File: src/rtl/maxnet_pkg.sv
// Shared types and constants for the Maxnet front-end driver.
// Latency: n/a (declarations only).
// Backpressure: n/a.
package maxnet_pkg;

  localparam int FP_W  = 32;
  localparam int N_ACT = 4;
  localparam int IDX_W = 3;

  // Index of the last operand slot (a4); slot 0 is epsilon.
  localparam logic [IDX_W-1:0] IDX_LAST = IDX_W'(N_ACT);

  localparam logic [FP_W-1:0] FP_ZERO = 32'h0000_0000;

  typedef enum logic [1:0] {
    ST_LOAD   = 2'd0,
    ST_START  = 2'd1,
    ST_WAIT   = 2'd2,
    ST_RESULT = 2'd3
  } state_e;

  // True when the write index points at the final operand of a load.
  function automatic logic idx_is_last(input logic [IDX_W-1:0] idx);
    return idx == IDX_LAST;
  endfunction

endpackage

File: src/rtl/maxnet_operand_bank.sv
// Five float operand registers (eps, a1..a4) written by slot index.
// Latency: a write appears on the outputs the cycle after wr_en_i.
// Backpressure: none; the caller gates wr_en_i with its own handshake.
module maxnet_operand_bank
  import maxnet_pkg::*;
(
  input  logic             clk,
  input  logic             rst,
  input  logic             wr_en_i,
  input  logic [IDX_W-1:0] wr_idx_i,
  input  logic [FP_W-1:0]  wr_data_i,
  output logic [FP_W-1:0]  eps_o,
  output logic [FP_W-1:0]  a1_o,
  output logic [FP_W-1:0]  a2_o,
  output logic [FP_W-1:0]  a3_o,
  output logic [FP_W-1:0]  a4_o
);

  logic [FP_W-1:0] op_q [N_ACT+1];

  // Decoded per-slot write; words are stored bit-exact, never interpreted.
  always_ff @(posedge clk) begin
    if (rst) begin
      for (int i = 0; i <= N_ACT; i++) begin
        op_q[i] <= FP_ZERO;
      end
    end else begin
      for (int i = 0; i <= N_ACT; i++) begin
        if (wr_en_i && (wr_idx_i == IDX_W'(i))) begin
          op_q[i] <= wr_data_i;
        end
      end
    end
  end

  assign eps_o = op_q[0];
  assign a1_o  = op_q[1];
  assign a2_o  = op_q[2];
  assign a3_o  = op_q[3];
  assign a4_o  = op_q[4];

endmodule

File: src/rtl/maxnet_driver.sv
// Loads eps+a1..a4 from a stream, pulses start to Maxnet, returns its result (or a timeout error).
// Latency: start 1 cycle after the 5th word; result 1 cycle after finish or TIMEOUT+1 cycles after start.
// Backpressure: in_ready only in LOAD; result held on res_valid until res_ready, no input/result overlap.
module maxnet_driver
  import maxnet_pkg::*;
#(
  parameter int TIMEOUT = 1024,  // must be >= 2
  parameter int CNT_W   = 16     // 2**CNT_W must exceed TIMEOUT
) (
  input  logic            clk,
  input  logic            rst,
  input  logic            in_valid,
  output logic            in_ready,
  input  logic [FP_W-1:0] in_data,
  output logic            mx_start,
  output logic [FP_W-1:0] mx_eps,
  output logic [FP_W-1:0] mx_a1,
  output logic [FP_W-1:0] mx_a2,
  output logic [FP_W-1:0] mx_a3,
  output logic [FP_W-1:0] mx_a4,
  input  logic            mx_finish,
  input  logic [FP_W-1:0] mx_out,
  output logic            res_valid,
  input  logic            res_ready,
  output logic [FP_W-1:0] res_data,
  output logic            res_err,
  output logic            busy
);

  localparam logic [CNT_W-1:0] CNT_LAST = CNT_W'(TIMEOUT - 1);

  state_e           state_q, state_d;
  logic [IDX_W-1:0] idx_q, idx_d;
  logic [CNT_W-1:0] cnt_q, cnt_d;
  logic [FP_W-1:0]  res_data_q, res_data_d;
  logic             res_err_q, res_err_d;
  logic             in_xfer;

  // Operand writes only happen on accepted LOAD words, so the bank is frozen from START to RESULT.
  assign in_xfer = (state_q == ST_LOAD) && in_valid;

  maxnet_operand_bank u_bank (
    .clk       (clk),
    .rst       (rst),
    .wr_en_i   (in_xfer),
    .wr_idx_i  (idx_q),
    .wr_data_i (in_data),
    .eps_o     (mx_eps),
    .a1_o      (mx_a1),
    .a2_o      (mx_a2),
    .a3_o      (mx_a3),
    .a4_o      (mx_a4)
  );

  // State, load index, wait counter and captured result registers.
  always_ff @(posedge clk) begin
    if (rst) begin
      state_q    <= ST_LOAD;
      idx_q      <= '0;
      cnt_q      <= '0;
      res_data_q <= FP_ZERO;
      res_err_q  <= 1'b0;
    end else begin
      state_q    <= state_d;
      idx_q      <= idx_d;
      cnt_q      <= cnt_d;
      res_data_q <= res_data_d;
      res_err_q  <= res_err_d;
    end
  end

  // Next-state logic; finish is only looked at in WAIT, so a stale finish elsewhere is harmless.
  always_comb begin
    state_d    = state_q;
    idx_d      = idx_q;
    cnt_d      = cnt_q;
    res_data_d = res_data_q;
    res_err_d  = res_err_q;
    case (state_q)
      ST_LOAD: begin
        if (in_xfer) begin
          if (idx_is_last(idx_q)) begin
            idx_d   = '0;
            state_d = ST_START;
          end else begin
            idx_d = idx_q + 3'd1;
          end
        end
      end
      ST_START: begin
        cnt_d   = '0;
        state_d = ST_WAIT;
      end
      ST_WAIT: begin
        cnt_d = cnt_q + 1'b1;
        // Finish takes priority when it lands on the last allowed cycle.
        if (mx_finish) begin
          res_data_d = mx_out;
          res_err_d  = 1'b0;
          state_d    = ST_RESULT;
        end else if (cnt_q == CNT_LAST) begin
          res_data_d = FP_ZERO;
          res_err_d  = 1'b1;
          state_d    = ST_RESULT;
        end
      end
      ST_RESULT: begin
        if (res_ready) begin
          state_d = ST_LOAD;
        end
      end
      default: begin
        state_d = ST_LOAD;
      end
    endcase
  end

  assign in_ready  = (state_q == ST_LOAD);
  assign mx_start  = (state_q == ST_START);
  assign busy      = (state_q == ST_START) || (state_q == ST_WAIT);
  assign res_valid = (state_q == ST_RESULT);
  assign res_data  = res_data_q;
  assign res_err   = res_err_q;

endmodule

File: config.mk
export PLATFORM = sky130hd
export DESIGN_NAME = maxnet_driver
export DESIGN_NICKNAME = d
export VERILOG_FILES = /design/src/rtl/maxnet_pkg.sv /design/src/rtl/maxnet_operand_bank.sv /design/src/rtl/maxnet_driver.sv
export SDC_FILE = /design/constraint.sdc
export NUM_CORES = 1
export LEC_CHECK = 0
export CAP_MARGIN = 20
export CORE_ASPECT_RATIO = 0.5
export CORE_MARGIN = 2
export CORE_UTILIZATION = 35
export CTS_BUF_LIST = sky130_fd_sc_hd__clkbuf_8 sky130_fd_sc_hd__clkbuf_16
export DETAILED_ROUTE_END_ITERATION = 8
export PLACE_DENSITY = 0.66
export RECOVER_POWER = 50
export SLEW_MARGIN = 25
export SYNTH_ARGS = -nofsm -noshare
export SYNTH_HDL_FRONTEND = slang
export SYNTH_SLANG_ARGS = --single-unit
File: constraint.sdc
create_clock -name clk -period 3.18 [get_ports clk]
set_input_delay 0.477 -clock clk [delete_from_list [all_inputs] [get_ports clk]]
set_output_delay 0.477 -clock clk [all_outputs]
set_load 0.01 [all_outputs]
==> run_results.csv <==
group,metric,value,unit
status,outcome,"completed",
logic_synthesis,synth.area.top_cells,"edfxtp_1, dfxtp_1, a22o_1",
final_layout,fin_cells,973,
logic_synthesis,ys_types,35,
grt,antenna_found_initial,0,
logic_synthesis,synth_xor_area_share,1.459,%
clock_tree,cts_buffers,20,
final_layout,layout-drive-gt1-share,6.143,%
worst_setup_path,crit_fanout,20,
final_layout,multi_input_area,0.001207,mm^2
logic_synthesis,synthCells,403,
grt,grt_pass1_wl,26200,um
routing,drc_errors,0,
placed_design,place.gp.congestion,0.8181,
routing,routed_wl,17510,um
worst_setup_path,cp.arrival,2610,ps
worst_setup_path,critical_path_class,"flip-flop to flip-flop",
final_layout,area_growth,50.69,%
logic_synthesis,synth_top_family_by_area,"compound AO/OA/AOI/OAI gates",
clock_tree,cts_tree,"built",
logic_synthesis,synth-adder-area-share,1.910,%
sta,finalSetupViolCount,0,
sta,hold_viol,0,
final_layout,fill_cells,1693,
sta,slew_headroom,41.85,%
worst_setup_path,cp.required,3290,ps
sta,period_share,78.57,%
die,dieWidth,206.9,um
sta,worst_hold_slack,473.3,ps
logic_synthesis,synthSimpleGateAreaFrac,6.529,%
final_layout,regArea,0.005886,mm^2
die,io_pins,266,
logic_synthesis,ys_ff_latch,214,
routing,first_pass_iters,4,
placed_design,portBuffers,265,
clock_tree,cts_resized,0,
sta,drv_slew,0,
logic_synthesis,yosys.area.top_type,"edfxtp_1",
logic_synthesis,syn_area_per_cell,17.88,um^2
die,fp.dieH,105.5,um
routing,vias,4429,
logic_synthesis,async_reset_ff_share,0,%
routing,ant_nets,0,
logic_synthesis,synth_edf_count,160,
clock_tree,cts_post_setup_buffers_inserted,0,
logic_synthesis,synth.most_common_cell,"edfxtp_1",
worst_setup_path,end_kind,"flip-flop",
hold_path,holdCritPathClass,"flip-flop to flip-flop",
clock_tree,ctsLongestPathBuffers,3,
routing,viasPerCell,4.552,
sta,tns,0,ps
logic_synthesis,synthTopCellsByCount,"edfxtp_1, dfxtp_1, and2_1",
clock_tree,h-tree-depth,1,
grt,grtUsageMet3,2.566,%
sta,finalClockSkew,20.82,ps
sta,finalCriticalPeriod,2498,ps
final_layout,antenna_cells,0,
hold_path,hold_depth,1,
sta,tightest_slew,872.2,ps
logic_synthesis,synthMuxAreaShare,0.2778,%
logic_synthesis,yosysWarnings,0,
worst_setup_path,regToRegSetupSlack,680,ps
worst_setup_path,startpoint_type,"flip-flop",
grt,grt.met1_usage,19.53,%
pwr,power_density,635.9,mW/mm^2
clock_tree,path_clk_slew,60,ps
die,coreArea,0.02037,mm^2
grt,grt_pass1_vias,4555,
logic_synthesis,synth_top_area_share,66.68,%
grt,grt_use_met2,28.00,%
worst_setup_path,worstReg2RegStart,"state_q[0]",
clock_tree,clk_latency,500,ps
worst_setup_path,r2r_cells,4,
logic_synthesis,ys_seq_area_share,81.68,%
routing,routedWlPerCell,18.00,um
grt,busiest_layer,"met2",
logic_synthesis,syn-num-nets,483,
logic_synthesis,synthFlopType,"edfxtp_1",
pwr,irDropWorstVdd,0.0003487,V
die,die_area,0.02182,mm^2
logic_synthesis,syn_area,0.007206,mm^2
worst_setup_path,r2r_end,"u_bank.op_q[0][107]",
die,initial_utilization,35.37,%
grt,gr-usage-all-layers,15.68,%
grt,grt_max_degree,33,
sta,clock.fmax,400.3,MHz
hold_path,hold_end,"res_data[1]",
flow_run,max_cap_viol_count,0,
grt,overflow,0,
final_layout,fin_nets,766,
hold_path,hold_start,"res_data[1]",
die,rows,37,
placed_design,dpl.hpwl,12200,um
clock_tree,root_buffer,"clkbuf_16",
placed_design,placedCellCount,937,
clock_tree,hold_buffers,0,
logic_synthesis,synth_compound_area_share,6.598,%
routing,drt_iter0_markers,240,
clock_tree,clock_sinks,214,
pwr,p_leak,4.311,nW
sta,rsz0062_at_grt,"false",
-- logic make-up (layout without fill, tap and decap cells) --
family                     Yosys count  count (layout)
AOI/OAI and AO/OA                   58              58
adders and majority gates           11              11
xor gates and xnor gates            12              12
buffers and inverters               21             318
and+or+nand+nor                     85              85
DFF                                214             214
muxes                                2               2
-- metal layers --
metal	vias up	wire length [um]
met4	0	480
met2	111	9039
met5	-	0
met3	34	687
li1	2093	-
met1	2191	7303
-- flip-flops by register name, summed over array words and instances (netlist names) --
| signal | count |
|---|---|
| idx_q | 3 |
| cnt_q | 16 |
| res_data | 32 |
| u_bank.op_q | 160 |
| state_q | 2 |
| res_err | 1 |
-- critical path, stage by stage (launching register included) --
cell and delay, ps:
dfxtp_1 330, inv_1 120, ha_1 300, a31o_1 700, clkbuf_2 660
-- worst max-delay path by stage --
stage | slack, ps | end | start
2_1_floorplan | 1000 | u_bank.op_q[0][0] | state_q[0]
3_3_place_gp | 780 | u_bank.op_q[0][71] | in_valid
3_5_place_dp | 760 | u_bank.op_q[0][72] | in_valid
4_1_cts | 660 | busy | state_q[1]
5_1_grt | 540 | u_bank.op_q[0][107] | state_q[0]
6_report | 680 | u_bank.op_q[0][107] | state_q[0]
-- layout by cell type, fill, tap and decap left out, drive strengths merged, types with 7 or more instances in the layout --
cell | synthesis | routed
dlygate4sd3 | 0 | 193
edfxtp | 160 | 160
clkdlybuf4s50 | 0 | 72
dfxtp | 54 | 54
and2 | 33 | 33
a22o | 32 | 32
clkbuf | 8 | 22
nor2 | 19 | 19
ha | 11 | 11
inv | 6 | 10
xor2 | 10 | 10
a21oi | 9 | 9
buf | 7 | 9
clkinv | 0 | 9
nand2 | 7 | 7
-- power by group --
part	total [W]	internal [W]	switching (W)
Sequential	0.00346	0.00336	0.0000961
Clock	0.00238	0.00139	0.000989
Combinational	0.00106	0.000516	0.000548
-- metrics by stage --
| step | utilization, % | setup WS (ps) | power, W | instance area [um^2] |
|---|---|---|---|---|
| after CTS | 53.45 | 660.6 | 0.007095 | 10890 |
| after global routing | 53.30 | 538.3 | 0.007163 | 10860 |
| after detailed placement | 50.22 | 762.5 | 0.004717 | 10230 |
| after global placement | 50.22 | 779.1 | 0.004705 | 10230 |
| after floorplan | - | 995.7 | 0.003914 | 7206 |
| final | 53.30 | 681.6 | 0.006904 | 10860 |
-- cell type report --
class	count	area share, %
clock inverters	16	1.452
inverters	6	0.2074
repair buffers	276	25.26
flip-flops and latches	214	54.21
multi-input cells	168	11.12
clock buffers	20	4.609
well taps	273	3.146
(Power assumes the default switching activity.)
